File: config.mk
export PLATFORM = sky130hd
export DESIGN_NAME = core_instr_line_buffer_flat
export DESIGN_NICKNAME = d
export VERILOG_FILES = /design/src/rtl/core_instr_line_buffer_if.sv /design/src/rtl/core_instr_line_buffer.sv /design/src/flat_wrapper.sv
export SDC_FILE = /design/constraint.sdc
export NUM_CORES = 1
export LEC_CHECK = 0
export ABC_AREA = 1
export CORE_MARGIN = 2
export CORE_UTILIZATION = 35
export CTS_BUF_LIST = sky130_fd_sc_hd__clkbuf_4
export DETAILED_ROUTE_END_ITERATION = 7
export GPL_TIMING_DRIVEN = 0
export PLACE_DENSITY = 0.57
export SLEW_MARGIN = 20
export SYNTH_ARGS = -nofsm -noshare
export SYNTH_HDL_FRONTEND = slang
export SYNTH_SLANG_ARGS = --single-unit
File: constraint.sdc
create_clock -name clk -period 1.9 [get_ports clk]
set_clock_uncertainty 0.1 [all_clocks]
set_input_delay 0.38 -clock clk [delete_from_list [all_inputs] [get_ports clk]]
set_output_delay 0.38 -clock clk [all_outputs]
set_load 0.05 [all_outputs]
File: src/rtl/core_instr_line_buffer_if.sv
// naive_bus: simple request/grant bus with separate read and write channels.
// The grant is combinational in the request cycle; read data follows one cycle later.
interface naive_bus;
    logic        rd_req;
    logic        rd_gnt;
    logic [3:0]  rd_be;
    logic [31:0] rd_addr;
    logic [31:0] rd_data;
    logic        wr_req;
    logic        wr_gnt;
    logic [3:0]  wr_be;
    logic [31:0] wr_addr;
    logic [31:0] wr_data;

    modport master (
        output rd_req, rd_be, rd_addr, wr_req, wr_be, wr_addr, wr_data,
        input  rd_gnt, rd_data, wr_gnt
    );

    modport slave (
        input  rd_req, rd_be, rd_addr, wr_req, wr_be, wr_addr, wr_data,
        output rd_gnt, rd_data, wr_gnt
    );
endinterface

File: src/rtl/core_instr_line_buffer.sv
// Single-entry, 4-word instruction line buffer between the core fetch port and memory.
// Hits are granted combinationally; a miss refills the whole line before any grant.
module core_instr_line_buffer (
    input logic      clk,
    input logic      rst_n,
    input logic      i_flush,
    naive_bus.slave  core_slave,
    naive_bus.master mem_master
);
    localparam int unsigned WORDS = 4;
    localparam int unsigned DW    = 32;
    localparam int unsigned TAG_W = 28;
    localparam int unsigned CNT_W = 3;

    typedef enum logic {IDLE, FILL} state_t;

    state_t            state_q, state_d;
    logic              valid_q;
    logic              poisoned_q;
    logic              pending_q;
    logic [CNT_W-1:0]  req_cnt_q;
    logic [CNT_W-1:0]  rsp_cnt_q;
    logic [TAG_W-1:0]  tag_q;
    logic [TAG_W-1:0]  base_tag_q;
    logic [DW-1:0]     line_q [WORDS];
    logic [DW-1:0]     rd_data_q;

    logic hit_c;
    logic miss_c;
    logic mem_req_c;
    logic last_capture_c;
    logic core_gnt_c;

    // State register
    always_ff @(posedge clk or negedge rst_n) begin
        if (!rst_n) state_q <= IDLE;
        else        state_q <= state_d;
    end

    // Next state and lookup/refill control
    always_comb begin
        state_d        = state_q;
        hit_c          = 1'b0;
        miss_c         = 1'b0;
        mem_req_c      = 1'b0;
        last_capture_c = 1'b0;
        case (state_q)
            IDLE: begin
                hit_c = valid_q && (tag_q == core_slave.rd_addr[31:4]);
                if (core_slave.rd_req && !hit_c) begin
                    miss_c  = 1'b1;
                    state_d = FILL;
                end
            end
            FILL: begin
                mem_req_c      = (req_cnt_q < CNT_W'(WORDS));
                last_capture_c = pending_q && (rsp_cnt_q == CNT_W'(WORDS - 1));
                if (last_capture_c) state_d = IDLE;
            end
            default: state_d = IDLE;
        endcase
    end

    assign core_gnt_c = core_slave.rd_req && hit_c;

    // Line storage, refill counters and validity tracking
    always_ff @(posedge clk or negedge rst_n) begin
        if (!rst_n) begin
            valid_q    <= 1'b0;
            poisoned_q <= 1'b0;
            pending_q  <= 1'b0;
            req_cnt_q  <= '0;
            rsp_cnt_q  <= '0;
            tag_q      <= '0;
            base_tag_q <= '0;
            rd_data_q  <= '0;
            for (int i = 0; i < int'(WORDS); i++) line_q[i] <= '0;
        end else begin
            pending_q <= mem_req_c && mem_master.rd_gnt;
            if (mem_req_c && mem_master.rd_gnt) req_cnt_q <= req_cnt_q + CNT_W'(1);
            if (pending_q) begin
                line_q[rsp_cnt_q[1:0]] <= mem_master.rd_data;
                rsp_cnt_q              <= rsp_cnt_q + CNT_W'(1);
            end
            if (core_gnt_c) rd_data_q <= line_q[core_slave.rd_addr[3:2]];

            if (miss_c) begin
                base_tag_q <= core_slave.rd_addr[31:4];
                valid_q    <= 1'b0;
                poisoned_q <= 1'b0;
                req_cnt_q  <= '0;
                rsp_cnt_q  <= '0;
            end else if (state_q == IDLE && i_flush) begin
                valid_q <= 1'b0;
            end

            // A flush seen at any point of the refill, including its last edge, leaves the line invalid
            if (state_q == FILL && i_flush) poisoned_q <= 1'b1;
            if (last_capture_c) begin
                tag_q      <= base_tag_q;
                valid_q    <= !(poisoned_q || i_flush);
                poisoned_q <= 1'b0;
            end
        end
    end

    assign core_slave.rd_gnt  = core_gnt_c;
    assign core_slave.rd_data = rd_data_q;
    assign core_slave.wr_gnt  = core_slave.wr_req;

    // Refill words are consecutive within the line, so the offset never carries into the tag
    assign mem_master.rd_req  = mem_req_c;
    assign mem_master.rd_be   = mem_req_c ? 4'hF : 4'h0;
    assign mem_master.rd_addr = {base_tag_q, req_cnt_q[1:0], 2'b00};
    assign mem_master.wr_req  = 1'b0;
    assign mem_master.wr_be   = 4'h0;
    assign mem_master.wr_addr = '0;
    assign mem_master.wr_data = '0;

    logic unused_bus_bits;
    assign unused_bus_bits = ^{core_slave.rd_be, core_slave.wr_be, core_slave.wr_addr,
                               core_slave.wr_data, mem_master.wr_gnt};
endmodule

File: src/flat_wrapper.sv
// flat-port wrapper written by rule: the top's interface ports become plain ports
module core_instr_line_buffer_flat 
  (clk, rst_n, i_flush, core_slave_rd_req, core_slave_rd_be, core_slave_rd_addr, core_slave_wr_req, core_slave_wr_be, core_slave_wr_addr, core_slave_wr_data, core_slave_rd_gnt, core_slave_rd_data, core_slave_wr_gnt, mem_master_rd_req, mem_master_rd_be, mem_master_rd_addr, mem_master_wr_req, mem_master_wr_be, mem_master_wr_addr, mem_master_wr_data, mem_master_rd_gnt, mem_master_rd_data, mem_master_wr_gnt);
  naive_bus core_slave_i ();
  naive_bus mem_master_i ();
  input logic clk;
  input logic rst_n;
  input logic i_flush;
  input wire logic [$bits(core_slave_i.rd_req)-1:0] core_slave_rd_req;
  input wire logic [$bits(core_slave_i.rd_be)-1:0] core_slave_rd_be;
  input wire logic [$bits(core_slave_i.rd_addr)-1:0] core_slave_rd_addr;
  input wire logic [$bits(core_slave_i.wr_req)-1:0] core_slave_wr_req;
  input wire logic [$bits(core_slave_i.wr_be)-1:0] core_slave_wr_be;
  input wire logic [$bits(core_slave_i.wr_addr)-1:0] core_slave_wr_addr;
  input wire logic [$bits(core_slave_i.wr_data)-1:0] core_slave_wr_data;
  output wire logic [$bits(core_slave_i.rd_gnt)-1:0] core_slave_rd_gnt;
  output wire logic [$bits(core_slave_i.rd_data)-1:0] core_slave_rd_data;
  output wire logic [$bits(core_slave_i.wr_gnt)-1:0] core_slave_wr_gnt;
  output wire logic [$bits(mem_master_i.rd_req)-1:0] mem_master_rd_req;
  output wire logic [$bits(mem_master_i.rd_be)-1:0] mem_master_rd_be;
  output wire logic [$bits(mem_master_i.rd_addr)-1:0] mem_master_rd_addr;
  output wire logic [$bits(mem_master_i.wr_req)-1:0] mem_master_wr_req;
  output wire logic [$bits(mem_master_i.wr_be)-1:0] mem_master_wr_be;
  output wire logic [$bits(mem_master_i.wr_addr)-1:0] mem_master_wr_addr;
  output wire logic [$bits(mem_master_i.wr_data)-1:0] mem_master_wr_data;
  input wire logic [$bits(mem_master_i.rd_gnt)-1:0] mem_master_rd_gnt;
  input wire logic [$bits(mem_master_i.rd_data)-1:0] mem_master_rd_data;
  input wire logic [$bits(mem_master_i.wr_gnt)-1:0] mem_master_wr_gnt;
  assign core_slave_i.rd_req = core_slave_rd_req;
  assign core_slave_i.rd_be = core_slave_rd_be;
  assign core_slave_i.rd_addr = core_slave_rd_addr;
  assign core_slave_i.wr_req = core_slave_wr_req;
  assign core_slave_i.wr_be = core_slave_wr_be;
  assign core_slave_i.wr_addr = core_slave_wr_addr;
  assign core_slave_i.wr_data = core_slave_wr_data;
  assign core_slave_rd_gnt = core_slave_i.rd_gnt;
  assign core_slave_rd_data = core_slave_i.rd_data;
  assign core_slave_wr_gnt = core_slave_i.wr_gnt;
  assign mem_master_rd_req = mem_master_i.rd_req;
  assign mem_master_rd_be = mem_master_i.rd_be;
  assign mem_master_rd_addr = mem_master_i.rd_addr;
  assign mem_master_wr_req = mem_master_i.wr_req;
  assign mem_master_wr_be = mem_master_i.wr_be;
  assign mem_master_wr_addr = mem_master_i.wr_addr;
  assign mem_master_wr_data = mem_master_i.wr_data;
  assign mem_master_i.rd_gnt = mem_master_rd_gnt;
  assign mem_master_i.rd_data = mem_master_rd_data;
  assign mem_master_i.wr_gnt = mem_master_wr_gnt;
  core_instr_line_buffer u_core (.clk(clk), .rst_n(rst_n), .i_flush(i_flush), .core_slave(core_slave_i), .mem_master(mem_master_i));
endmodule
Yosys cells after proc, flatten, opt, wreduce, memory -nomap -nowiden --
Cells that the tools add are included.
Cells by class: $add $sub $neg 2, multiply operators 0, divide/modulo/power cells 0, magnitude comparators 4, eq/ne operators 2, shift operators 0, multiplexer cells 24, bitwise logic cells 3, reduce and logical (&&, ||, !) cells 15
Operators by type and width (count):
- $bwmux W128 | 1
- $mux W32 | 3
- $bmux W32 S2 | 1
- $demux W32 S2 | 1
- $eq A28 B28 Y1 | 1
- $mux W1 | 12
- $mux W3 | 4
- $logic_and A1 B1 Y1 | 8
- $add A3 B1 Y3 const B | 2
- $ge A3 B3 Y1 const B | 2
- $not A2 Y3 | 2
- $reduce_bool A3 Y1 | 2
- $mux W4 | 1
- $reduce_bool A2 Y1 | 2
- $eq A3 B2 Y1 const B | 1
- $lt A3 B1 Y1 const B | 1
- $lt A3 B3 Y1 const B | 1
- $logic_not A1 Y1 | 2
- $pmux W1 S2 | 1
- $logic_or A1 B1 Y1 | 1
- $not A1 Y1 | 1
Storage, ports and cells: register bits 226, bits in latches 0, RAM bits 0, bits in read-only memories 0, input port bits 143, output and inout bits 140, word-level logic and storage cells 63, memories kept 0

Logic depth before layout (Yosys ltp) --
depth after elaboration 9, mapped depth 13, depth with buffers taken out 12

Worst setup path after synthesis --
OpenSTA, ideal clock, no wires.
path type register -> output, start point register u_core.state_q, end point output mem_master_rd_be[0], data arrival time 1.581 ns, data required time 1.420 ns, slack -0.161 ns, cell stages (with the launch flop) 4, path buffers 1, path through dfrtp_1 > inv_1 > nor2_1 > buf_4
On the way: longest elaborated chain between the ends 2
Ends and longest elaborated chain:
- start, declared | line core_instr_line_buffer.sv:17 | state_t state_q, state_d;
- start signal, assigned | line core_instr_line_buffer.sv:37 | else state_q <= state_d;
- $mux W1 | line core_instr_line_buffer.sv:47 | case (state_q)
- net mem_master_rd_req | line flat_wrapper.sv:19 | output wire logic [$bits(mem_master_i.rd_req)-1:0] mem_master_rd_req;
- $mux W4 | line core_instr_line_buffer.sv:113 | assign mem_master.rd_be = mem_req_c ? 4'hF : 4'h0;
- end, declared | line flat_wrapper.sv:20 | output wire logic [$bits(mem_master_i.rd_be)-1:0] mem_master_rd_be;
The timed path passes the listed nets, and every way through them passes these cells.

Final worst setup path --
start point register u_core.tag_q[16], end point output core_slave_rd_gnt
On the way: longest elaborated chain between the ends 4
Ends and longest elaborated chain:
- start, declared | line core_instr_line_buffer.sv:23 | logic [TAG_W-1:0] tag_q;
- start signal, assigned | line core_instr_line_buffer.sv:100 | tag_q <= base_tag_q;
- $eq A28 B28 Y1 | line core_instr_line_buffer.sv:49 | hit_c = valid_q && (tag_q == core_slave.rd_addr[31:4]);
- $logic_and A1 B1 Y1 | line core_instr_line_buffer.sv:49
- $mux W1 | line core_instr_line_buffer.sv:47
- $logic_and A1 B1 Y1 | line core_instr_line_buffer.sv:64 | assign core_gnt_c = core_slave.rd_req && hit_c;
- end, declared | line flat_wrapper.sv:16 | output wire logic [$bits(core_slave_i.rd_gnt)-1:0] core_slave_rd_gnt;
No other way between the ends.

==> metrics.csv <==
stage,metric,value,unit
detailed_routing,drc,0,
timing,worst_pin_slew,0.7425,ns
worst_setup_path,cp.arrival,2.16,ns
worst_setup_path,worstRegToRegCells,14,
clock_network,htreeDepth,2,
pwr,pwr-share-seq,0.407,
timing,fin_crit_sh,1.391,
worst_setup_path,worstPathMaxFanout,3,
detailed_routing,dr.pass1.iters,5,
floorplanning,io_pins,283,
floorplanning,die_y,180.0,um
pwr,p_sw,0.008151,W
cells_and_area,area_delta_synth_final,31.57,%
worst_setup_path,cp_num_buf_inv,5,
worst_setup_path,slowest_stage,dfrtp_1,
cells_and_area,fillers,3099,
worst_setup_path,timing.rr.start,u_core.tag_q[16]$_DFFE_PN0P_,
timing,drv_slew,0,
placed_design,hpwlAfterDp,21620,um
yosys,ys_ff_latch,226,
pwr,vdd_drop_max,564.1,uV
yosys,yosysWarnings,0,
placed_design,place_inst,1959,
timing,fin_crit,2.644,ns
detailed_routing,wirelength,31940,um
detailed_routing,drt_iter0_drc,705,
cells_and_area,layout.core_utilization,0.4664,
worst_setup_path,endpoint_kind,output port,
yosys,synth_area_per_cell,7.997,sq um
floorplanning,rows,64,
grt,grt_pass1_wl,49990,um
grt,overflow,0,
worst_setup_path,cp-start-kind,register,
yosys,synth_area,10840,sq um
placed_design,gp_congestion,0.8518,
detailed_routing,via_per_inst,4.666,
clock_network,clkTransAtPathRegs,0.07,ns
detailed_routing,ant_nets,0,
outcome,violations,negative setup slack,
clock_network,cts.path.max_buffers,3,
job,drv_cap,0,
timing,slew_headroom,0.5050,
clock_network,clock-root-buffer,clkbuf_4,
timing,setup_ws,-0.7436,ns
worst_setup_path,critPathRequiredTime,1.42,ns
worst_setup_path,cp_cell_sequence,inv_1 > nand2_1 > nand2_2 > nor2_2 > nand2_1 > nor2_2 > nand2_2 > inv_2 > nand3_4 > buf_8 > clkinvlp_4 > buf_8,
clock_network,cts_tree,built,
pwr,swShare,0.4158,
yosys,synth.distinct_cells,27,
pwr,internal_power,0.01145,W
cells_and_area,fin_nets,1799,
grt,grt_pass1_vias,9315,
clock_network,clock-sinks,226,
timing,rsz0062_at_grt,true,
worst_setup_path,reg2reg_slack,-0.03,ns
grt,antenna_found_initial,1,
worst_setup_path,r2r-end,u_core.core_slave.rd_data[7]$_DFFE_PN0P_,
floorplanning,die_w,180.0,um
worst_hold_path,worst_hold_path_type,in2async,
pwr,pwr-share-comb,0.385,
detailed_routing,avgRoutedWirePerCell,15.35,um
timing,finalHoldViolCount,0,
clock_network,clkLatencyLatePin,0.74,ns
worst_setup_path,critPathKind,reg2out,
floorplanning,core,30590,sq um
outcome,outcome,finished with violations,
cells_and_area,fin_cells,2081,
clock_network,cts_buffers,61,
worst_setup_path,cp_top_family,simple AND/OR/NAND/NOR gates,
pwr,pwr-share-clk,0.208,
floorplanning,start_util,0.3545,
yosys,yosysSeqAreaShare,0.5215,
worst_setup_path,slowest_delay,0.37,ns
grt,grt_max_degree,66,
timing,fmax,0.3783,GHz
pwr,power_leakage,7.412,nW
floorplanning,dieArea,32410,sq um
cells_and_area,drive_gt1_frac,0.2411,
grt,gr-usage-all-layers,0.1911,
yosys,synth_cells,1356,
detailed_routing,vias,9710,
placed_design,numPortBuffers,134,
timing,setup_viol,10,
pwr,powerDensity,1374,nW/um^2
==> area by class of cell <==
cell class              count  area (sq um)  share of cell area
inverters                 115         437.9             0.03069
multi-input cells         939          4472              0.3134
plain buffers             146          1011             0.07086
flip-flops and latches    226          5655              0.3964
clock inverters            11         56.30            0.003946
clock buffers              86         645.6             0.04525
repair buffers            161          1491              0.1045
diodes                      1         2.502           0.0001754
well taps                 396         495.5             0.03473
==> power by group through the flow <==
stage | registers, W | clock network (W) | logic, W
final | 0.00798 | 0.00408 | 0.00754
after global routing | 0.00822 | 0.00448 | 0.00838
after CTS | 0.00795 | 0.00419 | 0.00722
after detailed placement | 0.00801 | 0 | 0.00721
after global placement | 0.00799 | 0 | 0.00705
after floorplan | 0.00868 | 0 | 0.00418
==> state kept, by name, indices dropped and copies added, names as in the netlist <==
| register | count |
|---|---|
| u_core.line_q | 128 |
| u_core.core_slave.rd_data | 32 |
| u_core.base_tag_q | 28 |
| u_core.tag_q | 28 |
| u_core.req_cnt_q | 3 |
| u_core.rsp_cnt_q | 3 |
| u_core.pending_q | 1 |
| u_core.poisoned_q | 1 |
| u_core.state_q | 1 |
| u_core.valid_q | 1 |
==> logic make-up (layout without fill, tap and decap cells) <==
logic type      count (synthesis)  in the layout  share of synthesized area
simple gates                  600            600                     0.2180
other cells                     1             72                  0.0003458
mux                             1              1                  0.0009231
flops                         226            226                     0.5215
compound gates                256            256                     0.1221
buf+inv                       261            519                     0.1262
xor+xnor                        5              5                   0.004039
fa+ha+maj                       6              6                   0.006923
==> layout by cell type, fill, tap and decap left out, types with 2 or more instances in the layout <==
cell               n
clkdlybuf4s50_1   65
inv_1            104
clkbuf_2          23
clkinv_1          10
conb_1            71
ha_1               6
buf_16             3
o21ai_0          218
a21oi_1            3
clkbuf_16          3
nor2_1            95
clkbuf_1          19
nand3_2           40
dfrtp_1          226
buf_8              9
buf_4            105
nor2_2             9
xnor2_1            2
buf_12             3
nand2_1          397
nand3b_1           2
o22ai_1           32
buf_1              4
nand3_4            7
clkbuf_4         104
buf_6             15
clkinv_4           2
nand2_2           30
buf_2             39
nor2_4             2
inv_2              7
xor2_1             2
nand3_1           18
==> Yosys cell counts <==
master | number | area share
nand3_1 | 64 | 0.030
a21oi_1 | 3 | 0.0014
o21ai_0 | 219 | 0.10
dfrtp_1 | 226 | 0.52
nor2_1 | 103 | 0.036
o22ai_1 | 32 | 0.018
nor2_4 | 1 | 0.0010
nor2_2 | 2 | 0.0012
xnor2_1 | 3 | 0.0024
nand2_1 | 425 | 0.15
mux2i_1 | 1 | 0.00092
conb_1 | 1 | 0.00035
buf_4 | 83 | 0.057
clkinv_1 | 2 | 0.00069
a211oi_1 | 1 | 0.00069
nand2_2 | 2 | 0.0012
xor2_1 | 2 | 0.0016
nand3_2 | 1 | 0.00092
ha_1 | 6 | 0.0069
clkbuf_1 | 42 | 0.015
buf_1 | 4 | 0.0014
o21ai_1 | 1 | 0.00046
inv_2 | 4 | 0.0014
buf_6 | 9 | 0.0093
nand3b_1 | 2 | 0.0014
inv_1 | 109 | 0.038
buf_2 | 8 | 0.0037
==> worst max-delay path by stage <==
stage / startpoint / endpoint / slack [ns] / depth (start not counted)
after global routing: u_core.tag_q[10]$_DFFE_PN0P_ / core_slave_rd_gnt / -0.88 / 12
final: u_core.tag_q[16]$_DFFE_PN0P_ / core_slave_rd_gnt / -0.74 / 12
after CTS: u_core.tag_q[0]$_DFFE_PN0P_ / core_slave_rd_gnt / -0.77 / 12
after global placement: rst_n / u_core.core_slave.rd_data[23]$_DFFE_PN0P_ / -9.65 / 1
after detailed placement: core_slave_rd_addr[6] / core_slave_rd_gnt / -1.48 / 11
after floorplan: core_slave_rd_addr[30] / core_slave_rd_gnt / 0.06 / 11
==> routing by layer <==
layer / vias up / GRT usage / part of all wire
met4: 0 / 0.06258 / 0.020
met3: 49 / 0.04042 / 0.068
met2: 321 / 0.3122 / 0.47
met5: - / 0 / 0
li1: 4772 / - / -
met1: 4568 / 0.2541 / 0.44
==> what timing repair did <==
item                       in CTS  in global routing
hold endpoints to repair      161                  0
setup endpoints to repair     108                183
gates cloned                    0                  6
pin swaps                      14                 65
hold buffers                    1                  0
buffers inserted                9                  9
resized for setup             401                140
==> metrics by stage <==
step | power [W] | setup WS, ns | instance area (sq um) | setup TNS, ns | hold WS (ns)
3_3_place_gp | 0.01504 | -9.652 | 12950 | -2205.65 | 0.3520
6_report | 0.01960 | -0.7436 | 14270 | -1.784 | 0.06597
5_1_grt | 0.02108 | -0.8840 | 14270 | -8.461 | 0.06604
2_1_floorplan | 0.01286 | 0.06409 | 11110 | 0 | -0.01559
4_1_cts | 0.01936 | -0.7720 | 13640 | -2.090 | 0.04016
3_5_place_dp | 0.01522 | -1.482 | 13040 | -31.54 | 0.1818
(Power assumes the default switching activity.)
